[config.mk]
export PLATFORM = sky130hd
export DESIGN_NAME = coin_acceptor
export DESIGN_NICKNAME = d
export VERILOG_FILES = /design/src/rtl/soda_pkg.sv /design/src/rtl/coin_debounce.sv /design/src/rtl/coin_acceptor.sv
export SDC_FILE = /design/constraint.sdc
export NUM_CORES = 1
export LEC_CHECK = 0
export ABC_AREA = 0
export CAP_MARGIN = 10
export CORE_MARGIN = 5
export CORE_UTILIZATION = 40
export DETAILED_ROUTE_END_ITERATION = 10
export PLACE_DENSITY_LB_ADDON = 0.08
export SLEW_MARGIN = 20
export SYNTH_ARGS = -nofsm -noshare
export SYNTH_HDL_FRONTEND = slang
export SYNTH_SLANG_ARGS = --single-unit
[constraint.sdc]
create_clock -name clk_1 -period 3.2 [get_ports clk_1]
set_clock_uncertainty 0.15 [all_clocks]
set_input_delay 0.32 -clock clk_1 [delete_from_list [all_inputs] [get_ports clk_1]]
set_output_delay 0.32 -clock clk_1 [all_outputs]
set_load 0.02 [all_outputs]
[src/rtl/soda_pkg.sv]
// soda_pkg: definitions shared by the coin acceptor, soda FSM and total-register datapath.
// Coin type codes, coin values, default value-bus width and the coin_acceptor one-hot states.
package soda_pkg;

    // Default width of the coin value bus a_1
    localparam int SODA_VAL_W = 8;

    // Raw coin-type codes as presented by the slot sensor
    typedef enum logic [1:0] {
        COIN_NICKEL  = 2'b00,
        COIN_DIME    = 2'b01,
        COIN_QUARTER = 2'b10,
        COIN_INVALID = 2'b11
    } coin_type_e;

    // Coin values; 5 bits hold the largest (25)
    localparam int                    COIN_VAL_W  = 5;
    localparam logic [COIN_VAL_W-1:0] VAL_NICKEL  = 5'd5;
    localparam logic [COIN_VAL_W-1:0] VAL_DIME    = 5'd10;
    localparam logic [COIN_VAL_W-1:0] VAL_QUARTER = 5'd25;

    // coin_acceptor state encodings (one-hot)
    localparam logic [4:0] CA_IDLE   = 5'b00001;
    localparam logic [4:0] CA_DEB_HI = 5'b00010;
    localparam logic [4:0] CA_ACCEPT = 5'b00100;
    localparam logic [4:0] CA_REJECT = 5'b01000;
    localparam logic [4:0] CA_HOLD   = 5'b10000;

    // Map a coin-type code to its value; the invalid code maps to zero
    function automatic logic [COIN_VAL_W-1:0] coin_value(input logic [1:0] code);
        logic [COIN_VAL_W-1:0] v;
        case (code)
            COIN_NICKEL:  v = VAL_NICKEL;
            COIN_DIME:    v = VAL_DIME;
            COIN_QUARTER: v = VAL_QUARTER;
            default:      v = '0;
        endcase
        return v;
    endfunction

endpackage

[src/rtl/coin_debounce.sv]
// coin_debounce: 2-flop synchroniser for the coin sensor and type code, plus a saturating
// run counter of synchronised samples that match the level the FSM is waiting for.
// stable_hi / stable_lo flag the sample that completes DEB_CYC consecutive matching samples.
module coin_debounce #(
    parameter int DEB_CYC = 4
) (
    input  logic       i_clk,
    input  logic       i_rst,
    input  logic       i_coin,
    input  logic [1:0] i_type,
    input  logic       i_want,
    input  logic       i_clr,
    output logic       o_s_in,
    output logic [1:0] o_s_type,
    output logic       o_stable_hi,
    output logic       o_stable_lo
);

    localparam int DW = $clog2(DEB_CYC + 1);

    logic          r_in_meta;
    logic          r_in_sync;
    logic [1:0]    r_type_meta;
    logic [1:0]    r_type_sync;
    logic [DW-1:0] r_cnt;
    logic          w_at_thr;

    // Two-stage synchroniser for the asynchronous sensor inputs
    always_ff @(posedge i_clk or posedge i_rst) begin
        if (i_rst) begin
            r_in_meta   <= 1'b0;
            r_in_sync   <= 1'b0;
            r_type_meta <= 2'b00;
            r_type_sync <= 2'b00;
        end else begin
            // NOTE: non-blocking assignments make both stages sample the old values on the same edge.
            r_in_meta   <= i_coin;
            r_in_sync   <= r_in_meta;
            r_type_meta <= i_type;
            r_type_sync <= r_type_meta;
        end
    end

    // Count consecutive samples at the wanted level; any other sample clears, saturate at DEB_CYC
    always_ff @(posedge i_clk or posedge i_rst) begin
        if (i_rst) begin
            r_cnt <= '0;
        end else if (i_clr) begin
            r_cnt <= '0;
        end else if (r_in_sync == i_want) begin
            if (r_cnt != DW'(DEB_CYC))
                r_cnt <= r_cnt + DW'(1);
        end else begin
            r_cnt <= '0;
        end
    end

    // The current sample is the DEB_CYC-th matching one once DEB_CYC-1 are already counted
    assign w_at_thr    = (r_cnt >= DW'(DEB_CYC - 1));
    assign o_stable_hi = r_in_sync & i_want & w_at_thr;
    assign o_stable_lo = ~r_in_sync & ~i_want & w_at_thr;
    assign o_s_in      = r_in_sync;
    assign o_s_type    = r_type_sync;

endmodule

[src/rtl/coin_acceptor.sv]
// coin_acceptor: front end of the soda machine. Debounces the coin sensor, classifies the coin,
// pulses c_1 (accepted) or reject_1 (returned) for one cycle, and holds the accepted value on a_1.
// Build option: define COIN_ACC_CNT_EN to add the coin_cnt_1 accepted-coin counter port.
module coin_acceptor
    import soda_pkg::*;
#(
    parameter int VAL_W   = SODA_VAL_W,
    parameter int DEB_CYC = 4
`ifdef COIN_ACC_CNT_EN
    ,
    parameter int CNT_W   = 16
`endif
) (
    input  logic             clk_1,
    input  logic             rst_1,
    input  logic             coin_in_1,
    input  logic [1:0]       coin_type_1,
    input  logic             inhibit_1,
    output logic             c_1,
    output logic [VAL_W-1:0] a_1,
    output logic             reject_1,
    output logic             busy_1
`ifdef COIN_ACC_CNT_EN
    ,
    output logic [CNT_W-1:0] coin_cnt_1
`endif
);

    logic [4:0]       r_state;
    logic [4:0]       w_next;
    logic [VAL_W-1:0] r_a;
    logic             w_s_in;
    logic [1:0]       w_s_type;
    logic             w_stable_hi;
    logic             w_stable_lo;
    logic             w_want;
    logic             w_clr;
    logic             w_load;

    coin_debounce #(
        .DEB_CYC (DEB_CYC)
    ) u_deb (
        .i_clk       (clk_1),
        .i_rst       (rst_1),
        .i_coin      (coin_in_1),
        .i_type      (coin_type_1),
        .i_want      (w_want),
        .i_clr       (w_clr),
        .o_s_in      (w_s_in),
        .o_s_type    (w_s_type),
        .o_stable_hi (w_stable_hi),
        .o_stable_lo (w_stable_lo)
    );

    // The debouncer counts highs while looking for a coin and lows while waiting for it to leave
    assign w_want = ~((r_state == CA_ACCEPT) || (r_state == CA_REJECT) || (r_state == CA_HOLD));

    // Next-state decision; the accept/reject choice is made on the sample completing the debounce
    always_comb begin
        // NOTE: every output of this block gets a default first so no path can infer a latch.
        w_next = CA_IDLE;
        w_clr  = 1'b1;
        w_load = 1'b0;
        case (r_state)
            CA_IDLE: begin
                w_clr = 1'b0;
                if (w_s_in)
                    w_next = CA_DEB_HI;
            end
            CA_DEB_HI: begin
                w_clr = 1'b0;
                if (!w_s_in) begin
                    w_next = CA_IDLE;
                end else if (w_stable_hi) begin
                    if ((w_s_type != COIN_INVALID) && !inhibit_1) begin
                        w_next = CA_ACCEPT;
                        w_load = 1'b1;
                    end else begin
                        w_next = CA_REJECT;
                    end
                end else begin
                    w_next = CA_DEB_HI;
                end
            end
            CA_ACCEPT, CA_REJECT: begin
                w_next = CA_HOLD;
            end
            CA_HOLD: begin
                w_clr  = w_stable_lo;
                w_next = w_stable_lo ? CA_IDLE : CA_HOLD;
            end
            default: begin
                w_next = CA_IDLE;
            end
        endcase
    end

    // State register; an illegal encoding falls back to IDLE through the default branch
    always_ff @(posedge clk_1 or posedge rst_1) begin
        if (rst_1)
            r_state <= CA_IDLE;
        else
            r_state <= w_next;
    end

    // Coin value, loaded on the edge that enters ACCEPT and held until the next accepted coin
    always_ff @(posedge clk_1 or posedge rst_1) begin
        if (rst_1)
            r_a <= '0;
        else if (w_load)
            r_a <= VAL_W'(coin_value(w_s_type));
    end

`ifdef COIN_ACC_CNT_EN
    logic [CNT_W-1:0] r_cnt;

    // Accepted-coin counter, advanced once per ACCEPT cycle and free to wrap
    always_ff @(posedge clk_1 or posedge rst_1) begin
        if (rst_1)
            r_cnt <= '0;
        else if (r_state == CA_ACCEPT)
            r_cnt <= r_cnt + CNT_W'(1);
    end

    assign coin_cnt_1 = r_cnt;
`endif

    // Outputs decode exact state codes so an illegal encoding looks like IDLE
    assign c_1      = (r_state == CA_ACCEPT);
    assign reject_1 = (r_state == CA_REJECT);
    assign busy_1   = (r_state == CA_DEB_HI) || (r_state == CA_ACCEPT) ||
                      (r_state == CA_REJECT) || (r_state == CA_HOLD);
    assign a_1      = r_a;

endmodule
Word level (Yosys, flattened, before mapping)
Index checks and enable logic that the tools add are counted.

cells by class
  magnitude comparators = 1
  mux-type cells = 15
  reduce and logical (&&, ||, !) cells = 10
  equality and inequality tests = 11
  add/sub/neg operators = 1
  bitwise gates (word level) = 6

operator list
  operator                                                           number
  one-hot mux 5 bit (4 select lines)                                 1
  two-way mux 5 bit                                                  3
  one-hot mux 5 bit (3 select lines)                                 1
  two-way mux 3 bit                                                  3
  == test 5 x 1 -> 1 bit, second input constant                      1
  == test 5 x 2 -> 1 bit, second input constant                      1
  == test 5 x 3 -> 1 bit, second input constant                      1
  == test 5 x 4 -> 1 bit, second input constant                      1
  == test 5 bit, second input constant                               1
  logical OR 1 bit                                                   5
  bitwise AND 1 bit                                                  4
  two-way mux 1 bit                                                  4
  two-way mux 4 bit                                                  1
  OR reduction 2 bit                                                 2
  adder 3 x 1 -> 3 bit, second input constant                        1
  greater-or-equal comparator 3 x 2 -> 1 bit, second input constant  1
  != test 3 x 2 -> 1 bit, second input constant                      1
  != test 3 bit, second input constant                               1
  == test 2 x 1 -> 1 bit, second input constant                      1
  == test 2 bit, second input constant                               1
  zero test 2 bit                                                    1
  two-way mux 2 bit                                                  1
  != test 2 bit, second input constant                               1
  inverter 1 bit                                                     2
  4 further kinds                                                    4

storage, ports and cells
  flip-flop bits (word level) = 19
  logic and storage cells = 51

Depth between registers and ports, before layout
Gate-level depths: netlist of run 1.

  depth in word-level cells = 9
  gate-level depth with buffers = 8
  mapped depth without buffers = 8

By module
From an unflattened synthesis of run 1, not the netlist that was laid out.

unflattened totals
  cell total of the unflattened synthesis = 98
  area total of the unflattened synthesis = 1087.3 µm²

modules (own cells, without submodules)
  module         area each (µm²)  cells an instance  instances
  coin_acceptor  703.2            66                 1
  coin_debounce  384.1            32                 1

Worst setup path after synthesis of run 1
Ideal clock, no wire load.

  path type = register to register
  from = reg r_state[2]
  to = reg r_a[1], in the netlist a_1[1]
  clock period less this slack = 2125 ps
  slack = 1075 ps
  buffers on the path = 0
  arrival time = 1850 ps
  stages on the path, launching flop included = 8
  path through = dfrtp_1 or2b_1 a21oi_1 o21ai_0 ha_1 nand3_2 nor4_4 mux2_2

between the ends
  word-level cells in the longest chain between the ends = 9

RTL lines
  item                                                              RTL line              RTL
  start: declaration                                                coin_acceptor.sv:29   logic [4:0] r_state;
  start signal: assignment                                          coin_acceptor.sv:103  r_state <= w_next;
  == test 5 x 3 -> 1 bit or == test 5 x 4 -> 1 bit (tied branches)  coin_acceptor.sv:56   assign w_want = ~((r_state == CA_ACCEPT) || (r_state == CA_REJECT) || (r_state == CA_HOLD));
  logical OR 1 bit (2 in series)                                    coin_acceptor.sv:56
  inverter 1 bit                                                    coin_acceptor.sv:56
  bitwise AND 1 bit (2 in series)                                   coin_debounce.sv:60   assign o_stable_hi = r_in_sync & i_want & w_at_thr;
  two-way mux 1 bit                                                 coin_acceptor.sv:74   end else if (w_stable_hi) begin
  two-way mux 1 bit                                                 coin_acceptor.sv:72   if (!w_s_in) begin
  two-way mux 1 bit *                                               coin_acceptor.sv:64   case (r_state)
  end signal: assignment                                            coin_acceptor.sv:111  r_a <= VAL_W'(coin_value(w_s_type));
  end: declaration                                                  coin_acceptor.sv:31   logic [VAL_W-1:0] r_a;

Every way passes the cells marked *; elsewhere a longest branch is shown, timed or not.
A chain may end at the register's enable or synchronous reset.

Final worst setup path of run 1
  from = reg r_state[2]
  to = out busy_1

between the ends
  word-level cells in the longest chain between the ends = 4

RTL lines
  item                                                              RTL line              RTL
  == test 5 x 2 -> 1 bit or == test 5 x 3 -> 1 bit (tied branches)  coin_acceptor.sv:131  assign busy_1 = (r_state == CA_DEB_HI) || (r_state == CA_ACCEPT) ||
  logical OR 1 bit (2 in series)                                    coin_acceptor.sv:131
  logical OR 1 bit *                                                coin_acceptor.sv:132  (r_state == CA_REJECT) || (r_state == CA_HOLD);
  end: declaration                                                  coin_acceptor.sv:22   output logic busy_1

Marks and branches as above.

==> results of run 1 <==
[cells in the mapped netlist]
cell type | count | area share (%)
a2111oi_2 | 1 | 1.5
a211o_1 | 1 | 0.86
a211oi_1 | 1 | 0.74
a21oi_1 | 5 | 2.5
a221oi_1 | 2 | 1.7
a22oi_1 | 1 | 0.74
buf_4 | 3 | 2.2
conb_1 | 1 | 0.37
dfrtp_1 | 18 | 44
dfstp_2 | 1 | 2.6
ha_1 | 9 | 11
inv_1 | 11 | 4.1
mux2_2 | 4 | 4.4
mux2i_1 | 1 | 0.99
nand2_1 | 3 | 1.1
nand2b_1 | 2 | 1.2
nand3_1 | 1 | 0.49
nand3_2 | 1 | 0.99
nor2_1 | 7 | 2.6
nor2b_1 | 2 | 1.2
nor3_1 | 4 | 2.0
nor4_1 | 1 | 0.62
nor4_4 | 1 | 2.1
nor4b_4 | 1 | 2.3
nor4bb_1 | 1 | 0.99
o21a_1 | 1 | 0.74
o21ai_0 | 1 | 0.49
o22ai_1 | 1 | 0.62
or2_2 | 2 | 1.2
or2b_1 | 1 | 0.74
or3_1 | 1 | 0.62
xnor2_1 | 1 | 0.86
xor2_1 | 1 | 0.86
[cell type report]
class / instances / area [sq um]
Inverter: 11 / 41.3
Multi-Input combinational cell: 61 / 482
Timing Repair Buffer: 13 / 130
Tap cell: 30 / 37.5
Clock buffer: 4 / 26.3
Fill cell: 229 / 1260
Sequential cell: 19 / 477
[worst max-delay path, cell delays in order, from the launching register on]
cell and delay (ns):
dfrtp_1 0.50, or2b_1 0.27, a21oi_1 0.21, nor3_1 0.08
a211oi_1 0.21, clkdlybuf4s50_1 0.64
[power breakdown]
part	internal [W]	leakage, nW	total (W)	switching (W)
Combinational	0.0000839	0.301	0.000184	0.000100
Clock	0.0000484	0.0150	0.000116	0.0000675
Sequential	0.000275	0.241	0.000315	0.0000402
[path summary, 6_finish.rpt]
path                                      start              endpoint  slack (ns)  depth (start not counted)
hold reg to reg            u_deb.r_type_meta[1]     u_deb.o_s_type[1]        0.21                          0
hold / removal             u_deb.r_type_meta[1]     u_deb.o_s_type[1]        0.21                          0
min in group asynchronous                 rst_1        u_deb.r_cnt[0]        0.28                          2
setup reg to reg                     r_state[2]                a_1[3]        0.86                          7
max in group asynchronous                 rst_1  u_deb.r_type_meta[0]        2.18                          2
setup / recovery                     r_state[2]                busy_1        0.53                          5
[metal layers]
| metal | wire, microns | part of all wire, % |
|---|---|---|
| met1 | 774 | 47 |
| met2 | 798 | 48 |
| met3 | 63 | 3.8 |
| met4 | 24 | 1.4 |
| met5 | 0 | 0 |
[sequential cells by signal, indices dropped and copies added (netlist names)]
signal / count
u_deb.o_s_type: 2
u_deb.r_type_meta: 2
u_deb.o_s_in: 1
u_deb.r_cnt: 3
r_state: 5
u_deb.r_in_meta: 1
a_1: 5
[cell families (layout without fill, tap and decap cells)]
kind of cell,after synthesis,after routing
xor+xnor,2,2
simple gates,28,28
mux,5,5
fa+ha+maj,9,9
flops,19,19
other cells,1,3
compound gates,14,14
buf+inv,14,28
[stage by stage]
| stage | cell area, sq um | setup slack (ns) | std cells |
|---|---|---|---|
| 5_1_grt | 1190 | 0.383 | 138 |
| 3_3_place_gp | 1170 | 0.878 | 134 |
| 6_report | 1190 | 0.525 | 138 |
| 4_1_cts | 1190 | 0.522 | 138 |
| 3_5_place_dp | 1170 | 0.866 | 134 |
| 2_1_floorplan | 1020 | 1.08 | 94 |
==> results_dict.tcl, run 1 <==
set metrics [dict create \
    status "complete, no violations" \
    num-nets-final 124 \
    cp-start-kind "flip-flop" \
    grtUsageMet2_pct 17.0 \
    path_class "flip-flop to primary output" \
    clk_path_buf_depth 2 \
    setup_viol 0 \
    cp.required_ns 2.73 \
    hold_buffers 0 \
    area_delta_synth_final_pct 17.6 \
    synthMuxAreaShare_pct 5.43 \
    use_met1_pct 14.4 \
    tightest_slew_ns 0.683 \
    antenna_cells 0 \
    syn_area_per_cell_sq_um 11.0 \
    vias_per_cell 4.93 \
    gr-total-overflow 0 \
    rsz0062_at_grt "false" \
    cts_max_level 1 \
    fp.dieH_microns 60.4 \
    grt_max_degree 20 \
    grt_pass1_wl_microns 2950 \
    clk_pin_slew_ns 0.10 \
    fin_crit_sh_pct 83.6 \
    cts_root_buf "clkbuf_4" \
    period_minus_slack_ns 2.67 \
    fin_setup_tns_ns 0 \
    synthSimpleGateAreaFrac_pct 18.2 \
    synth_compound_area_share_pct 9.86 \
    hold_violations 0 \
    leakage_nw 0.556 \
    die_x_microns 60.4 \
    drc_errors 0 \
    io_pins 17 \
    ys_seq_area_share_pct 47.0 \
    arrival_ns 2.20 \
    drtPass1Iterations 4 \
    vias 680 \
    ir_drop_v 0.000318 \
    core-area_sq_um 2450 \
    p_per_area_nw_per_um2 516 \
    finalPower_w 0.000616 \
    track_usage_pct 11.1 \
    hpwl_microns 1300 \
    top_usage_layer "met2" \
    synth-seq-cells 19 \
    wl_per_cell_microns 12.0 \
    die-area_sq_um 3640 \
    hold_slack_ns 0.208 \
    cts_tree "built" \
    io_buffers 13 \
    path_max_fanout 8 \
    synth_top_family_by_area "simple AND/OR/NAND/NOR gates" \
    initial_core_util_pct 41.3 \
    yosys.area_share.xor_xnor_pct 1.73 \
    antenna_found_initial 0 \
    cts_resized 0 \
    grt_pass1_vias 679 \
    yosys.area_share.adder_pct 11.1 \
    clock-sinks 19 \
    clock.fmax_mhz 374 \
    synthCells 92 \
    rows 18 \
    post-cts-setup-buffers 0 \
    use_met3_pct 2.55 \
    numCtsBuffers 3 \
    drive_above_1_share_pct 13.0 \
    place_congestion 0.798 \
    insertion_delay_ns 0.29 \
    maxCapViolCount 0 \
    yosysUniqueCellTypes 33 \
    endpoint_kind "primary output" \
    yosysWarnings 0 \
    postLayoutCoreUtil_pct 48.6 \
    wl_microns 1660 \
    maxSlewHeadroom_pct 54.4 \
    drtAntennaViolNets 0 \
    final_common_cell "dfrtp_1" \
    hp-class "flip-flop to flip-flop" \
    slew_violations 0 \
    layout_common_cells "dfrtp_1, clkdlybuf4s50_1, inv_1, ha_1, nor2_1" \
    syn-cell-area_sq_um 1010 \
    drt_iter0_markers 22 \
]
Power figures use the tool's default switching activity.
==> run 2: changes to the inputs <==
==> constraint.sdc (replaced) <==
create_clock -name clk_1 -period 2.3 [get_ports clk_1]
set_clock_uncertainty 0.15 [all_clocks]
set_input_delay 0.23 -clock clk_1 [delete_from_list [all_inputs] [get_ports clk_1]]
set_output_delay 0.23 -clock clk_1 [all_outputs]
set_load 0.02 [all_outputs]
==> run 2 against run 1 <==
  * Design area is 5.8% higher
  * Final cell count up 7.2%
  * Clock power is 53% higher
  * Critical path depth up 1
  * Sequential power rose by 39%
  * Critical endpoint unchanged
  * Highest routed layer unchanged
==> results_dict.tcl, run 2 (synthesized netlist as in run 1, its figures left out) <==
set metrics [dict create \
    die-area_sq_um 3640 \
    grt_pass1_wl_microns 3210 \
    cts_max_level 1 \
    hold_buffers 0 \
    rows 18 \
    cts_resized 3 \
    dp_cells 144 \
    io_buffers 13 \
    cts_root_buf "clkbuf_4" \
    path_cells "or2b_1, a21oi_1, buf_4, nor3_1, a211oi_1, clkbuf_2" \
    drc_errors 0 \
    hpwl_microns 1470 \
    gr-total-overflow 0 \
    arrival_ns 1.76 \
    wl_per_cell_microns 12.6 \
    vias_per_cell 4.95 \
    grt_max_degree 20 \
    layout.cells.non_filler 148 \
    tightest_slew_ns 0.720 \
    insertion_delay_ns 0.30 \
    drtAntennaViolNets 0 \
    drt_iter0_markers 15 \
    endpoint_kind "primary output" \
    post-cts-setup-buffers 0 \
    ir_drop_v 0.000463 \
    cp_top_family "flip-flops" \
    antenna_cells 0 \
    cp-start-kind "flip-flop" \
    rrSetupSlack_ns 0.18 \
    vias 732 \
    fin_setup_tns_ns 0 \
    wl_microns 1870 \
    path_max_fanout 6 \
    rsz0062_at_grt "false" \
    track_usage_pct 11.8 \
    clk_pin_slew_ns 0.12 \
    hold_violations 0 \
    hp-class "input pin to async pin" \
    slew_violations 0 \
    path_class "flip-flop to primary output" \
    cts_tree "built" \
    maxSlewHeadroom_pct 51.9 \
    area_delta_synth_final_pct 24.4 \
    place_congestion 0.752 \
    cp_slowest_cell "dfrtp_1" \
    core-area_sq_um 2450 \
    drtPass1Iterations 4 \
    clock-sinks 19 \
    fillers 226 \
    clock.fmax_mhz 466 \
    initial_core_util_pct 41.3 \
    numCtsBuffers 3 \
    final_common_cell "dfrtp_1" \
    hold_slack_ns 0.180 \
    slowest_delay_ns 0.44 \
    fp.dieH_microns 60.4 \
    setup_viol 0 \
    p_per_area_nw_per_um2 700 \
    die_x_microns 60.4 \
    status "complete, no violations" \
    antenna_found_initial 0 \
    num-nets-final 134 \
    clk_path_buf_depth 2 \
    cp.required_ns 1.92 \
    critical_path_buf_inv_count 2 \
    grt_pass1_vias 738 \
    fin_crit_sh_pct 93.2 \
    maxCapViolCount 0 \
    leakage_nw 0.620 \
    period_minus_slack_ns 2.14 \
    layout_common_cells "dfrtp_1, inv_1, clkdlybuf4s50_1, buf_4, ha_1" \
    io_pins 17 \
    drive_above_1_share_pct 22.0 \
]
-- run 2: changes by cell type in the layout (fill, tap and decap cells not counted), sizes merged --
cell | before | now
buf | 0 | 10
clkdlybuf4s50 | 13 | 10
clkinv | 0 | 1
dlygate4sd2 | 0 | 2
-- run 2: where the power goes --
group          switching, W  leakage [nW]  total [W]  internal [W]
sequential        0.0000539         0.241   0.000437      0.000383
clock              0.000112        0.0177   0.000177     0.0000649
combinational      0.000147         0.362   0.000270      0.000123
-- run 2: final cells by class --
cell class              count  area [sq um]  share of cell area, %
clock buffers               3          22.5                   1.78
clock inverters             1          5.00                  0.396
inverters                  11          41.3                   3.27
multi-input cells          61           482                   38.2
flip-flops and latches     19           477                   37.8
well taps                  30          37.5                   2.97
repair buffers             23           198                   15.7
-- run 2: per-stage QoR --
step	worst slack [ns]	instance area (sq um)	util, %	total power (W)
6_report	0.155	1260	51.4	0.000884
5_1_grt	0.00376	1260	51.4	0.000946
4_1_cts	0.0100	1270	51.6	0.000897
3_5_place_dp	0.0724	1240	50.6	0.000724
3_3_place_gp	0.108	1240	50.6	0.000715
2_1_floorplan	0.175	1020	-	0.000629
-- run 2: path summary, 6_finish.rpt --
| check | depth (start not counted) | start | end |
|---|---|---|---|
| worst max-delay path | 6 | r_state[3] | busy_1 |
| worst min-delay path | 2 | rst_1 | a_1[0] |
| worst max register to register | 8 | r_state[3] | a_1[1] |
| worst min register to register | 0 | u_deb.r_type_meta[1] | u_deb.o_s_type[1] |
| max in group asynchronous | 2 | rst_1 | u_deb.o_s_in |
| min in group clk_1 | 1 | coin_type_1[0] | u_deb.r_type_meta[0] |
-- run 2: routing by layer --
| layer | global-route usage, % | wire length [microns] | vias to the layer above |
|---|---|---|---|
| li1 | - | - | 363 |
| met1 | 14.9 | 887 | 350 |
| met2 | 19.3 | 880 | 15 |
| met3 | 2.55 | 70 | 4 |
| met4 | 5.70 | 34 | 0 |
| met5 | 0 | 0 | - |
